**config.mk**
```make
export PLATFORM = sky130hd
export DESIGN_NAME = fft_output_reorder
export DESIGN_NICKNAME = d
export VERILOG_FILES = /design/src/rtl/fft_output_reorder.sv
export SDC_FILE = /design/constraint.sdc
export NUM_CORES = 2
export LEC_CHECK = 0
export CAP_MARGIN = 20
export CORE_MARGIN = 8
export CORE_UTILIZATION = 35
export DETAILED_ROUTE_END_ITERATION = 10
export MAX_ROUTING_LAYER = met4
export PLACE_DENSITY = 0.49
export SLEW_MARGIN = 20
export SYNTH_ARGS = -nofsm -noshare
export SYNTH_HDL_FRONTEND = slang
export SYNTH_SLANG_ARGS = --single-unit
export TNS_END_PERCENT = 1
```
**constraint.sdc**
```tcl
create_clock -name clock -period 11.7 [get_ports clock]
set_input_delay 1.17 -clock clock [delete_from_list [all_inputs] [get_ports clock]]
set_output_delay 1.17 -clock clock [all_outputs]
set_load 0.01 [all_outputs]
```
**src/rtl/fft_output_reorder.sv**
```systemverilog
// fft_output_reorder
// ------------------
// Converts the digit-reversed output stream of the SDF FFT core back into
// natural frequency-index order. A ping-pong memory of 2*N complex entries
// lets one frame be written while the previous one drains, so frames can
// stream back-to-back at one sample per clock with no bubbles.
//
// Parameters:
//   WIDTH  bit width of each real/imag component (two's complement)
//   N      frame length (power of 4 by default, power of 2 with the macro)
//
// Ports:
//   clock         single clock, rising edge
//   reset_n       asynchronous active-low reset
//   input_en      input sample valid (no backpressure)
//   input_real    real part, digit-reversed order
//   input_imag    imaginary part, digit-reversed order
//   output_en     output sample valid
//   output_real   real part, natural order (holds when output_en=0)
//   output_imag   imaginary part, natural order (holds when output_en=0)
//   output_index  natural index of the current output sample
//   output_first  high with output_en on index 0 of each frame
//   busy          partial input frame held, or either bank full
//
// Configuration macro:
//   FFT_REORDER_RADIX2_EN  use plain binary bit reversal (any power-of-2 N)
//                          instead of radix-4 digit reversal.

module fft_output_reorder #(
  parameter int WIDTH = 32,
  parameter int N     = 16
) (
  input  logic                   clock,
  input  logic                   reset_n,
  input  logic                   input_en,
  input  logic [WIDTH-1:0]       input_real,
  input  logic [WIDTH-1:0]       input_imag,
  output logic                   output_en,
  output logic [WIDTH-1:0]       output_real,
  output logic [WIDTH-1:0]       output_imag,
  output logic [$clog2(N)-1:0]   output_index,
  output logic                   output_first,
  output logic                   busy
);

  localparam int LOG2N = $clog2(N);

  typedef enum logic {
    IDLE  = 1'b0,
    DRAIN = 1'b1
  } state_t;

  // Write side
  logic [LOG2N-1:0] wcnt_q, wcnt_d;
  logic             wbank_q, wbank_d;
  logic [LOG2N-1:0] wrev;
  logic             wr_wrap;

  // Read side
  logic [LOG2N-1:0] rcnt_q, rcnt_d;
  logic             rbank_q, rbank_d;
  state_t           state_q, state_d;
  logic             rd_en;
  logic             rd_last;

  // One flag per bank: bank holds a complete frame not yet fully read
  logic [1:0]       full_q, full_d;

  // Output register
  logic             out_en_q;
  logic             out_first_q;
  logic [WIDTH-1:0] out_real_q;
  logic [WIDTH-1:0] out_imag_q;
  logic [LOG2N-1:0] out_index_q;
  logic             busy_q;

  // Ping-pong storage; address is {bank, index}
  logic [2*WIDTH-1:0] mem [0:2*N-1];

  // Write address permutation
  genvar gi;
`ifdef FFT_REORDER_RADIX2_EN
  for (gi = 0; gi < LOG2N; gi++) begin : g_rev
    assign wrev[gi] = wcnt_q[LOG2N-1-gi];
  end
`else
  if ((LOG2N % 2) != 0) begin : g_odd_log2n
    $error("fft_output_reorder: radix-4 reversal needs an even log2(N)");
  end
  // Reverse the order of the 2-bit digits
  for (gi = 0; gi < LOG2N / 2; gi++) begin : g_rev
    assign wrev[2*gi+1 -: 2] = wcnt_q[LOG2N-1-2*gi -: 2];
  end
`endif

  // Next-state logic for both sides and the read FSM
  always_comb begin
    wcnt_d  = wcnt_q;
    wbank_d = wbank_q;
    rcnt_d  = rcnt_q;
    rbank_d = rbank_q;
    full_d  = full_q;
    state_d = state_q;
    rd_en   = 1'b0;
    rd_last = 1'b0;
    wr_wrap = input_en && (wcnt_q == LOG2N'(N-1));

    // The first read of a frame happens in the same cycle IDLE sees the
    // full flag, giving one edge of latency from the last write.
    case (state_q)
      IDLE: begin
        if (full_q[rbank_q]) begin
          rd_en   = 1'b1;
          state_d = DRAIN;
        end
      end
      DRAIN: begin
        rd_en = 1'b1;
      end
      default: begin
        state_d = IDLE;
      end
    endcase

    rd_last = rd_en && (rcnt_q == LOG2N'(N-1));

    if (rd_en) begin
      rcnt_d = rcnt_q + 1'b1;
    end
    if (rd_last) begin
      full_d[rbank_q] = 1'b0;
      rbank_d         = ~rbank_q;
      state_d         = full_q[~rbank_q] ? DRAIN : IDLE;
    end

    // Writer and reader always address different banks when both touch
    // the flags in one cycle, so these updates never collide.
    if (input_en) begin
      wcnt_d = wcnt_q + 1'b1;
      if (wr_wrap) begin
        full_d[wbank_q] = 1'b1;
        wbank_d         = ~wbank_q;
      end
    end
  end

  // Control state
  always_ff @(posedge clock or negedge reset_n) begin
    if (!reset_n) begin
      wcnt_q  <= '0;
      wbank_q <= 1'b0;
      rcnt_q  <= '0;
      rbank_q <= 1'b0;
      full_q  <= 2'b00;
      state_q <= IDLE;
      busy_q  <= 1'b0;
    end else begin
      wcnt_q  <= wcnt_d;
      wbank_q <= wbank_d;
      rcnt_q  <= rcnt_d;
      rbank_q <= rbank_d;
      full_q  <= full_d;
      state_q <= state_d;
      busy_q  <= (wcnt_d != '0) || (full_d != 2'b00);
    end
  end

  // Memory write port; contents are deliberately not reset
  always_ff @(posedge clock) begin
    if (input_en) begin
      mem[{wbank_q, wrev}] <= {input_real, input_imag};
    end
  end

  // Registered read port doubling as the output register
  always_ff @(posedge clock or negedge reset_n) begin
    if (!reset_n) begin
      out_en_q    <= 1'b0;
      out_first_q <= 1'b0;
      out_real_q  <= '0;
      out_imag_q  <= '0;
      out_index_q <= '0;
    end else begin
      out_en_q    <= rd_en;
      out_first_q <= rd_en && (rcnt_q == '0);
      if (rd_en) begin
        {out_real_q, out_imag_q} <= mem[{rbank_q, rcnt_q}];
        out_index_q              <= rcnt_q;
      end
    end
  end

`ifndef SYNTHESIS
  // Writing into a bank still waiting to be drained would corrupt a frame
  always_ff @(posedge clock) begin
    if (reset_n) begin
      assert (!(input_en && full_q[wbank_q]));
    end
  end
`endif

  assign output_en    = out_en_q;
  assign output_first = out_first_q;
  assign output_real  = out_real_q;
  assign output_imag  = out_imag_q;
  assign output_index = out_index_q;
  assign busy         = busy_q;

endmodule

```
==> results_dict.tcl <==
set metrics [dict create \
    timing.fmax_ghz 0.2149 \
    syn-num-nets 3811 \
    path_max_fanout 39 \
    dr.pass1.iters 5 \
    synth.distinct_cells 44 \
    antenna_found_initial 22 \
    tightestPinTransition_ns 1.098 \
    finalWirelength_um 214600 \
    cts_tree "done" \
    status "finished, final reports clean" \
    fin_crit_sh_pct 39.77 \
    grt_pass1_vias 40447 \
    ys_dominant_reg_cell "edfxtp_1" \
    worst_clock_skew_ns 0.01932 \
    wire_per_inst_um 29.63 \
    clk_path_buf_depth 3 \
    fin_ws_ns 7.047 \
    critPathArrivalTime_ns 5.34 \
    gp_congestion 0.7243 \
    critPathLaunchType "register" \
    setup_viol 0 \
    worst_ir_drop_vdd_mv 0.1930 \
    die_h_um 497.9 \
    dp_hpwl_um 115200 \
    setup_tns_ns 0 \
    syn_avg_cell_area_um2 21.73 \
    rows 177 \
    worst_slew_margin_rel_pct 26.56 \
    nets 4064 \
    crit_required_ns 12.39 \
    path_clk_slew_ns 0.06 \
    syn_inst 3741 \
    cts_hold_buf 0 \
    grt_max_degree 111 \
    synth-edff-count 2048 \
    start_util_pct 35.06 \
    timing.final.max_slew_violations 0 \
    powerDensity_mw_per_mm2 240.7 \
    fp.dieW_um 497.9 \
    htreeDepth 4 \
    fin_cells 7245 \
    ios 138 \
    synth_area_mm2 0.08129 \
    numCtsBuffers 221 \
    drt_iter0_drc 3314 \
    fin_crit_ns 4.653 \
    drc 0 \
    cts_resized 0 \
    postRouteAntennaNets 0 \
    grt_remaining_overflow 0 \
    post_cts_buffers 0 \
    dr_total_vias 38410 \
    layout-drive-gt1-share_pct 23.62 \
    numClockSinks 2132 \
    leakagePower_nw 29.54 \
    cts-root-buf "clkbuf_16" \
    cp-end-kind "register" \
    clock_latency_ns 0.85 \
    worstSetupPathType "register to register" \
    synthArstFlopShare_pct 3.940 \
    via_per_inst 5.302 \
    hold_path_class "input port to asynchronous set/reset pin" \
    dp.cells 6813 \
    yosys_warnings 0 \
    yosysSeqAreaShare_pct 78.24 \
    design_area_mm2 0.09339 \
    dp_worst_setup_slack_ns 6.825 \
    numPortBuffers 137 \
    grtUsageTotal_pct 17.49 \
    coreArea_mm2 0.2319 \
    place_area_mm2 0.08657 \
    hold_violations 0 \
    ys_ff_latch 2132 \
    grt_pass1_wl_um 306700 \
    die_area_mm2 0.2479 \
    rsz0062_at_grt "false" \
    areaGrowthSynthToFinish_pct 14.88 \
    maxCapViolCount 0 \
]
[flip-flops by register name (all words and copies together), names as in the netlist]
register      flops
state_q           1
output_real      32
output_en         1
full_q            2
output_index      4
output_first      1
wbank_q           1
mem            2048
output_imag      32
wcnt_q            4
busy              1
rcnt_q            4
rbank_q           1
[cells in the mapped netlist, drive strengths merged (16+ instances only)]
library cell,n,share of area [%]
edfxtp,2048,76
mux4,421,12
mux2i,266,3.3
buf,132,0.95
nand2,103,0.48
nor2,93,0.43
clkbuf,85,0.39
dfrtp,84,2.6
a21oi,72,0.44
mux2,56,0.78
a211oi,49,0.45
nand3,35,0.22
a221oi,32,0.34
a22o,32,0.34
nor2b,27,0.21
nor3,25,0.15
o221ai,24,0.26
o22ai,24,0.18
o21ai,22,0.14
and2,17,0.13
o31ai,16,0.15
[cell type report]
| class | instances | area, µm² |
|---|---|---|
| repair buffers | 247 | 2074 |
| multi-input cells | 1388 | 16880 |
| clock inverters | 112 | 900.9 |
| diodes | 14 | 35.03 |
| flip-flops and latches | 2132 | 63620 |
| well taps | 3043 | 3807 |
| inverters | 4 | 16.27 |
| fillers | 20365 | 138500 |
| clock buffers | 305 | 6057 |
[logic make-up (layout without fill, tap and decap cells)]
kind of cell / count (synthesis) / in the layout / synth area share [%]
other: 0 / 14 / 0
xor gates and xnor gates: 8 / 8 / 0.08619
muxes: 743 / 743 / 15.71
and+or+nand+nor: 315 / 315 / 1.748
DFF: 2132 / 2132 / 78.24
AOI/OAI and AO/OA: 319 / 319 / 2.810
buffers and inverters: 221 / 668 / 1.359
adders and majority gates: 3 / 3 / 0.04618
[layer usage]
| metal | part of all wire, % | global-route usage, % | vias to the layer above |
|---|---|---|---|
| li1 | - | - | 16208 |
| met1 | 44 | 23.68 | 21081 |
| met2 | 49 | 28.24 | 878 |
| met3 | 5.0 | 2.985 | 243 |
| met4 | 1.6 | 3.427 | 0 |
| met5 | 0 | - | - |
[power by group]
group / total, mW / internal (mW) / switching, mW
clock: 6.76 / 3.83 / 2.93
sequential: 9.51 / 9.07 / 0.433
combinational: 6.20 / 2.71 / 3.50
[layout by cell type, fill, tap and decap left out, types with 16 or more instances in the layout]
master / n
a211oi_1: 48
a21oi_1: 72
a221oi_1: 32
a22o_1: 32
buf_2: 44
buf_4: 102
clkbuf_1: 64
clkbuf_16: 222
clkbuf_8: 19
clkdlybuf4s50_1: 92
clkinv_1: 46
clkinv_2: 31
dfrtp_1: 79
edfxtp_1: 2048
mux2_2: 56
mux2i_1: 266
mux4_2: 421
nand2_1: 103
nand3_1: 35
nor2_1: 60
nor2_4: 33
nor2b_1: 25
nor3_1: 25
o21ai_0: 18
o221ai_1: 24
o22ai_1: 24
o31ai_1: 16
[final timing paths]
| kind | end | slack (ns) | cells past startpoint | startpoint |
|---|---|---|---|---|
| max | output_imag[30] | 7.05 | 7 | rcnt_q[0] |
| min | output_real[0] | 0.37 | 1 | reset_n |
| max reg2reg | output_imag[30] | 7.05 | 7 | rcnt_q[0] |
| min reg2reg | output_index[2] | 0.48 | 2 | output_index[2] |
| max in group asynchronous | rcnt_q[3] | 9.92 | 2 | reset_n |
| min in group clock | output_index[2] | 0.48 | 2 | output_index[2] |
[worst max-delay path, stage by stage, from the launching register on]
cell and delay, ns:
dfrtp_4 0.88, buf_4 0.59, buf_4 0.71, buf_4 0.75
mux4_2 0.60, mux4_2 0.50, nor2_1 0.25, nor3_1 0.11
[through the flow]
step                util (%)  power, mW  hold slack (ns)
finish                 40.28      22.47           0.3740
global route           40.27      23.46           0.3559
CTS                    40.34      22.87           0.3381
detailed placement     37.34      16.07           0.4685
global placement       37.31      16.05           0.4662
floorplan                  -      13.71           0.5070
Note: power is estimated with default switching activity, not from simulation.
